`src/rtl/slot_phase_timer_pkg.sv`:
```
// Shared definitions for the slot phase timer: slot state encoding and
// width helpers for phase indices and counter compare paths.
package slv_pkg;

    typedef enum logic [1:0] {
        ST_IDLE    = 2'd0,
        ST_ACTIVE  = 2'd1,
        ST_TIMEOUT = 2'd2
    } slot_state_e;

    function automatic int unsigned phase_idx_w(input int unsigned num_phases);
        return (num_phases > 1) ? $clog2(num_phases) : 1;
    endfunction

    // One extra bit so "count + 1" can be compared without wrapping.
    function automatic int unsigned cnt_cmp_w(input int unsigned cnt_width);
        return cnt_width + 1;
    endfunction

endpackage

```
`src/rtl/slot_phase_timer_sat_cnt.sv`:
```
// Saturating up-counter with synchronous clear; clear has priority over
// increment, and the count holds at all-ones instead of wrapping.
module sat_cnt #(
    parameter int unsigned Width = 8
) (
    input  logic             clk_i,
    input  logic             rst_ni,
    input  logic             clr_i,
    input  logic             inc_i,
    output logic [Width-1:0] cnt_o
);

    logic [Width-1:0] cnt_q, cnt_d;

    always_comb begin
        cnt_d = cnt_q;
        if (clr_i) begin
            cnt_d = '0;
        end else if (inc_i && (cnt_q != '1)) begin
            cnt_d = cnt_q + Width'(1);
        end
    end

    always_ff @(posedge clk_i or negedge rst_ni) begin
        if (!rst_ni) begin
            cnt_q <= '0;
        end else begin
            cnt_q <= cnt_d;
        end
    end

    assign cnt_o = cnt_q;

endmodule

```
`src/rtl/slot_phase_timer.sv`:
```
// Per-slot transaction phase timer with per-phase cycle budgets and a sticky
// timeout flag. Optional stall counter enabled by SLOT_TIMER_STALL_CNT_EN.
module slot_phase_timer
    import slv_pkg::*;
#(
    parameter int unsigned  CntWidth  = 8,
    parameter int unsigned  NumPhases = 4,
    parameter type          id_t      = logic,
    localparam int unsigned PhW       = phase_idx_w(NumPhases)
) (
    input  logic                               clk_i,
    input  logic                               rst_ni,
    input  logic                               alloc_i,
    input  id_t                                id_i,
    input  logic                               phase_adv_i,
    input  logic                               stall_i,
    input  logic                               retire_i,
    input  logic [NumPhases-1:0][CntWidth-1:0] budget_i,
    output logic                               busy_o,
    output id_t                                id_o,
    output logic [PhW-1:0]                     phase_o,
    output logic [CntWidth-1:0]                cnt_o,
    output logic [CntWidth-1:0]                stall_cnt_o,
    output logic                               timeout_o,
    output logic [PhW-1:0]                     timeout_phase_o,
    output logic                               alloc_err_o
);

    localparam int unsigned    CmpW      = cnt_cmp_w(CntWidth);
    localparam logic [PhW-1:0] LastPhase = PhW'(NumPhases - 1);

    slot_state_e         state_q, state_d;
    logic [PhW-1:0]      phase_q, phase_d;
    logic [PhW-1:0]      to_phase_q, to_phase_d;
    id_t                 id_q, id_d;
    logic                alloc_err_q, alloc_err_d;
    logic [CntWidth-1:0] cnt_q;
    logic [CntWidth-1:0] budget_sel;
    logic                busy, active, adv_ok, cnt_clr, cnt_inc, budget_hit;

    assign busy    = (state_q != ST_IDLE);
    assign active  = (state_q == ST_ACTIVE);
    // Retire outranks everything; an advance out of the last phase is a no-op.
    assign adv_ok  = active && !retire_i && phase_adv_i && (phase_q != LastPhase);
    assign cnt_inc = active && !retire_i && !adv_ok;
    assign cnt_clr = !busy || retire_i || adv_ok;

    assign budget_sel = budget_i[phase_q];
    assign budget_hit = cnt_inc && (budget_sel != '0) &&
                        (({1'b0, cnt_q} + CmpW'(1)) == {1'b0, budget_sel});

    sat_cnt #(.Width(CntWidth)) u_cnt (
        .clk_i  (clk_i),
        .rst_ni (rst_ni),
        .clr_i  (cnt_clr),
        .inc_i  (cnt_inc),
        .cnt_o  (cnt_q)
    );

`ifdef SLOT_TIMER_STALL_CNT_EN
    sat_cnt #(.Width(CntWidth)) u_stall_cnt (
        .clk_i  (clk_i),
        .rst_ni (rst_ni),
        .clr_i  (cnt_clr),
        .inc_i  (cnt_inc && stall_i),
        .cnt_o  (stall_cnt_o)
    );
`else
    logic unused_stall;
    assign unused_stall = stall_i;
    assign stall_cnt_o  = '0;
`endif

    always_ff @(posedge clk_i or negedge rst_ni) begin
        if (!rst_ni) begin
            state_q     <= ST_IDLE;
            phase_q     <= '0;
            to_phase_q  <= '0;
            id_q        <= '0;
            alloc_err_q <= 1'b0;
        end else begin
            state_q     <= state_d;
            phase_q     <= phase_d;
            to_phase_q  <= to_phase_d;
            id_q        <= id_d;
            alloc_err_q <= alloc_err_d;
        end
    end

    always_comb begin
        state_d = state_q;
        unique case (state_q)
            ST_IDLE: begin
                if (alloc_i) state_d = ST_ACTIVE;
            end
            ST_ACTIVE: begin
                if (retire_i)        state_d = ST_IDLE;
                else if (budget_hit) state_d = ST_TIMEOUT;
            end
            ST_TIMEOUT: begin
                if (retire_i) state_d = ST_IDLE;
            end
            default: state_d = ST_IDLE;
        endcase
    end

    always_comb begin
        phase_d     = phase_q;
        to_phase_d  = to_phase_q;
        id_d        = id_q;
        alloc_err_d = busy && alloc_i;
        if (!busy) begin
            if (alloc_i) begin
                phase_d    = '0;
                to_phase_d = '0;
                id_d       = id_i;
            end
        end else if (retire_i) begin
            phase_d    = '0;
            to_phase_d = '0;
        end else if (adv_ok) begin
            phase_d = phase_q + PhW'(1);
        end else if (budget_hit) begin
            to_phase_d = phase_q;
        end
    end

    always_comb begin
        busy_o          = busy;
        id_o            = id_q;
        phase_o         = phase_q;
        cnt_o           = cnt_q;
        timeout_o       = (state_q == ST_TIMEOUT);
        timeout_phase_o = to_phase_q;
        alloc_err_o     = alloc_err_q;
    end

endmodule

```
`config.mk`:
```
export PLATFORM = sky130hd
export DESIGN_NAME = slot_phase_timer
export DESIGN_NICKNAME = d
export VERILOG_FILES = /design/src/rtl/slot_phase_timer_pkg.sv /design/src/rtl/slot_phase_timer_sat_cnt.sv /design/src/rtl/slot_phase_timer.sv
export SDC_FILE = /design/constraint.sdc
export NUM_CORES = 1
export LEC_CHECK = 0
export CAP_MARGIN = 0
export CORE_UTILIZATION = 42
export CTS_CLUSTER_SIZE = 16
export DETAILED_ROUTE_END_ITERATION = 16
export PLACE_DENSITY_LB_ADDON = 0.15
export SYNTH_ARGS = -nofsm -noshare
export SYNTH_HDL_FRONTEND = slang
export SYNTH_HIERARCHICAL = 1
export SYNTH_SLANG_ARGS = --single-unit
```
`constraint.sdc`:
```
create_clock -name clk_i -period 3 [get_ports clk_i]
set_input_delay 0.3 -clock clk_i [delete_from_list [all_inputs] [get_ports clk_i]]
set_output_delay 0.3 -clock clk_i [all_outputs]
set_load 0.05 [all_outputs]
```
Word level (Yosys, flattened, before mapping) --
Index checks and enable logic that the tools add are counted.
Storage, ports and cells: bits in latches 0, register bits after elaboration 16, memories kept 0, memory bits (writable) 0, logic and storage cells 61, memory bits (read-only) 0
Operators by class: $lt $le $gt $ge 1, shift operators 0, reduce and logical (&&, ||, !) cells 22, equality and inequality tests 11, bitwise logic cells 1, add/subtract/negate cells 3, muxes and demuxes 17, $mul 0, divide/modulo/power cells 0
Operators with widths (number):
- two-way mux 2 bit | 12
- two-way mux 8 bit | 3
- binary-select mux 8 bit (select 2 bit) | 1
- adder 8 x 1 -> 9 bit, second input constant | 1
- equality test 9 x 8 -> 1 bit | 1
- != test 3 x 2 -> 1 bit, second input constant | 3
- adder 8 x 1 -> 8 bit, second input constant | 1
- logical AND 1 bit | 8
- != test 8 bit, second input constant | 1
- nonzero test 8 bit | 1
- != test 2 bit, second input constant | 3
- one-hot mux 2 bit (3 select lines) | 1
- AND reduction 3 bit | 2
- nonzero test 2 bit | 3
- AND reduction 2 bit | 2
- zero test 1 bit | 3
- < comparator 2 x 3 -> 1 bit, second input constant | 1
- != test 3 bit, second input constant | 1
- adder 2 x 1 -> 2 bit, second input constant | 1
- equality test 2 x 1 -> 1 bit, second input constant | 1
- equality test 2 bit, second input constant | 1
- zero test 2 bit | 1
- logical OR 1 bit | 2
- inverter 1 bit | 1

Longest topological paths before layout --
depth in word-level cells 12, depth in mapped cells 8, mapped depth without buffers 7

Cells and area by module --
Netlist, hierarchy kept.
By module, submodules not included:
- slot_phase_timer | instances 1, area each 939.7 sq um, seq. area each 200.2 sq um, cells each 101
- sat_cnt | instances 1, area each 464.2 sq um, seq. area each 200.2 sq um, cells each 49

Worst setup path before layout --
No wires, ideal clock.
kind flip-flop to flip-flop, start point reg phase_q[0] (netlist: phase_o[0]), end point reg state_q[0], stages on the path, launching flop included 9, arrival time 2.670 ns, path buffers 2, required time 2.879 ns, setup time 0.121 ns, slack 0.209 ns, path through dfrtp_1 > buf_6 > buf_2 > mux4_2 > xnor2_1 > mux2i_1 > a32oi_1 > a2111o_1 > a22o_1
On the way: word-level cells in the longest chain between the ends 8
RTL lines:
- start: declaration | line slot_phase_timer.sv:33 | logic [PhW-1:0] phase_q, phase_d;
- start signal: assignment | line slot_phase_timer.sv:83 | phase_q <= phase_d;
- branches (longest 5 deep; another with equality test 9 x 8 -> 1 bit)
- logical AND 1 bit * | line slot_phase_timer.sv:49 | assign budget_hit = cnt_inc && (budget_sel != '0) &&
- != test 3 x 2 -> 1 bit (no line) *
- AND reduction 3 bit (no line) *
- end signal: assignment | line slot_phase_timer.sv:82 | state_q <= state_d;
- end: declaration | line slot_phase_timer.sv:32 | slot_state_e state_q, state_d;
Every way passes the cells marked *. The select of a mux whose other input is x is not followed. A chain may end at the register's enable or synchronous reset.

Final worst setup path --
Ends and elaborated chain as after synthesis.

==> flow_summary_export.csv <==
group,metric,value,unit
status,status,"finished clean",
critical_path,critPathBufInv,0,
job,maxCapViolCount,0,
power_and_ir_drop,p_leak,0.775,nW
sta,setup_viol,0,
critical_path,slowest_delay,0.64,ns
cells_and_area,final_cell_area,0.00199,mm^2
power_and_ir_drop,p_sw_share,34.5,%
sta,rsz0062_at_grt,"no",
route,via_count,1340,
sta,relSlewSlack,51.5,%
sta,finalHoldViolCount,0,
power_and_ir_drop,p_int,0.000415,W
sta,setup_tns,0,ns
place,placed_cell_area,0.00196,mm^2
cells_and_area,ff_latch_area,400,um^2
synth,synth_cell_type_count,45,
grt,grt_pass1_wl,5.88,mm
synth,synth_seq_area_share,28.5,%
clock_tree,cts_buffers,3,
critical_path,r2r_cells,5,
clock_tree,hold_buffers,0,
critical_path,slowest_stage,"dfrtp_1",
power_and_ir_drop,clockPowerShare,16.9,%
power_and_ir_drop,irDropWorstVdd,0.000245,V
cells_and_area,drive_gt1_share,10.7,%
power_and_ir_drop,seqPwrFrac,38.6,%
critical_path,r2r_slack,0.22,ns
critical_path,setup.worst_path.end,"state_q[0]",
sta,slew_violations,0,
synth,synth-edff-count,0,
route,wl,3.64,mm
synth,postSynthCellCount,150,
synth,syn-cell-area,0.00140,mm^2
critical_path,startpoint_type,"flop",
synth,synth-async-reset-ratio,100,%
critical_path,worst-path-stages,5,
cells_and_area,multi_input_area,917,um^2
synth,avgSynthCellArea,9.36,um^2
critical_path,crit_fanout,11,
grt,antenna_found_initial,0,
power_and_ir_drop,p_per_area,319,mW/mm^2
place,dp_hpwl,2.99,mm
critical_path,cp_cell_sequence,"mux4_2 > xnor3_1 > or4b_1 > a2111o_1 > a22o_1",
clock_tree,htree_levels,1,
critical_path,cp_top_family,"compound AO/OA/AOI/OAI gates",
route,firstDrtPassIters,4,
clock_tree,path_clk_slew,0.09,ns
die,rows,20,
route,drt_iter0_markers,86,
grt,overflow,0,
worst_hold_path,hold_class,"input port to asynchronous set/reset pin",
critical_path,crit_type,"flop to flop",
clock_tree,cts_tree,"done",
clock_tree,clk_latency,0.28,ns
clock_tree,postCtsSetupBuffers,0,
critical_path,critPathRequiredTime,3.17,ns
die,die_w,59.8,um
sta,worstMarginPinSlew,0.726,ns
die,core_area,0.00310,mm^2
clock_tree,cts_buffer_depth,2,
cells_and_area,fillers,283,
critical_path,timing.rr.start,"phase_o[0]",
grt,grt_pass1_vias,1290,
sta,finalClockSkew,0.00463,ns
critical_path,reg2reg_to,"state_q[0]",
synth,synth_ff_type,"dfrtp_1",
critical_path,startpoint,"phase_o[0]",
synth,synth-seq-cells,16,
die,die_h,59.8,um
place,port_buffers,53,
power_and_ir_drop,p_comb_share,44.5,%
power_and_ir_drop,p_switching,0.000218,W
grt,grt_util_all_layers,22.1,%
cells_and_area,n_antenna_cell,0,
die,dieArea,0.00358,mm^2
clock_tree,ctsResizeCount,0,
route,wl_per_cell,14.6,um
sta,fmax,360,MHz
die,io-pin-count,63,
clock_tree,root_buffer,"clkbuf_4",
clock_tree,clock-sinks,16,
synth,yosys_warnings,6,
route,via_per_inst,5.38,
cells_and_area,layout.nets,249,
die,start_util,45.2,%
grt,grt_max_degree,17,
place,gp_congestion,0.759,
sta,post-route-period-util,92.7,%
sta,period_minus_slack,2.78,ns
critical_path,worstPathArrival,2.95,ns
route,route.detailed.drc,0,
critical_path,endpoint_kind,"flop",
route,ant_nets,0,
cells_and_area,area_growth,41.4,%
-- cell families (layout without fill, tap and decap cells) --
logic type	after synthesis	after routing	share of synthesized area [%]
simple gates	58	58	22.7
compound gates	30	30	13.7
buf+inv	19	67	8.02
flops	16	16	28.5
mux	15	15	18.1
xor+xnor	8	8	5.97
fa+ha+maj	3	3	2.67
other cells	1	8	0.267
-- synth_stat cells (3+ instances only) --
library cell / instances / area, um^2
nor2b_1: 3 / 18.8
o21ai_0: 9 / 45.0
nand3_1: 4 / 20.0
nand2_1: 11 / 41.3
nor3_1: 9 / 45.0
mux2_2: 3 / 33.8
mux4_2: 8 / 180
inv_1: 6 / 22.5
nor2_1: 8 / 30.0
buf_4: 8 / 60.1
a31oi_1: 4 / 25.0
dfrtp_1: 16 / 400
ha_1: 3 / 37.5
xnor2_1: 5 / 43.8
a21oi_1: 6 / 30.0
buf_2: 3 / 15.0
nand2b_1: 5 / 31.3
mux2i_1: 4 / 40.0
nor3b_1: 4 / 30.0
-- worst min-delay path by stage --
stage | start | endpoint
after detailed placement | id_o | id_o
after global placement | id_o | id_o
final | rst_ni | u_cnt/cnt_o[7]
after CTS | rst_ni | u_cnt/cnt_o[7]
after global routing | rst_ni | u_cnt/cnt_o[7]
after floorplan | rst_ni | alloc_err_o
-- metrics by stage --
step / setup WS [ns] / power (W) / hold slack (ns) / cells / util (%)
5_1_grt: 0.0883 / 0.000669 / 0.471 / 249 / 64.0
6_report: 0.219 / 0.000633 / 0.445 / 249 / 64.0
4_1_cts: 0.203 / 0.000638 / 0.455 / 249 / 64.0
3_5_place_dp: 0.212 / 0.000530 / 0.495 / 246 / 63.3
2_1_floorplan: 0.209 / 0.000435 / 0.00441 / 157 / -
3_3_place_gp: 0.251 / 0.000523 / 0.487 / 246 / 63.3
-- sequential cells by signal, summed over array words and instances (netlist names) --
register and cells:
state_q 2, timeout_phase_o 2, id_o 1, alloc_err_o 1
phase_o 2, u_cnt/cnt_o 8
-- layout make-up --
cell class                 count  area share [%]
clock buffer                   3            1.13
timing repair buffer          58            28.6
tap                           44            2.77
inverter                       6            1.13
sequential                    16            20.2
multi-input combinational    122            46.2
-- layer usage --
metal  vias to the layer above  track usage (%)  wire (um)
li1                        655                -          -
met1                       635             27.1       1600
met2                        44             39.2       1830
met3                         6             4.76        151
met4                         0             4.98         60
met5                         -                0          0
-- power by group through the flow --
stage	clock, W	sequential (W)	combinational, W
after global placement	0	0.000248	0.000275
after global routing	0.000121	0.000247	0.000301
final	0.000107	0.000244	0.000282
after floorplan	0	0.000266	0.000170
after detailed placement	0	0.000249	0.000281
after CTS	0.000111	0.000245	0.000282
-- layout by cell type, fill, tap and decap left out, types with 3 or more instances in the layout --
master,count
a21oi_1,6
a31oi_1,4
buf_4,5
clkbuf_4,3
clkdlybuf4s50_1,53
conb_1,8
dfrtp_1,16
ha_1,3
inv_1,6
mux2_2,3
mux2i_1,4
mux4_2,8
nand2_1,11
nand2b_1,5
nand3_1,4
nor2_1,8
nor2b_1,3
nor3_1,9
nor3b_1,4
o21ai_0,9
xnor2_1,5
Power figures use the tool's default switching activity.
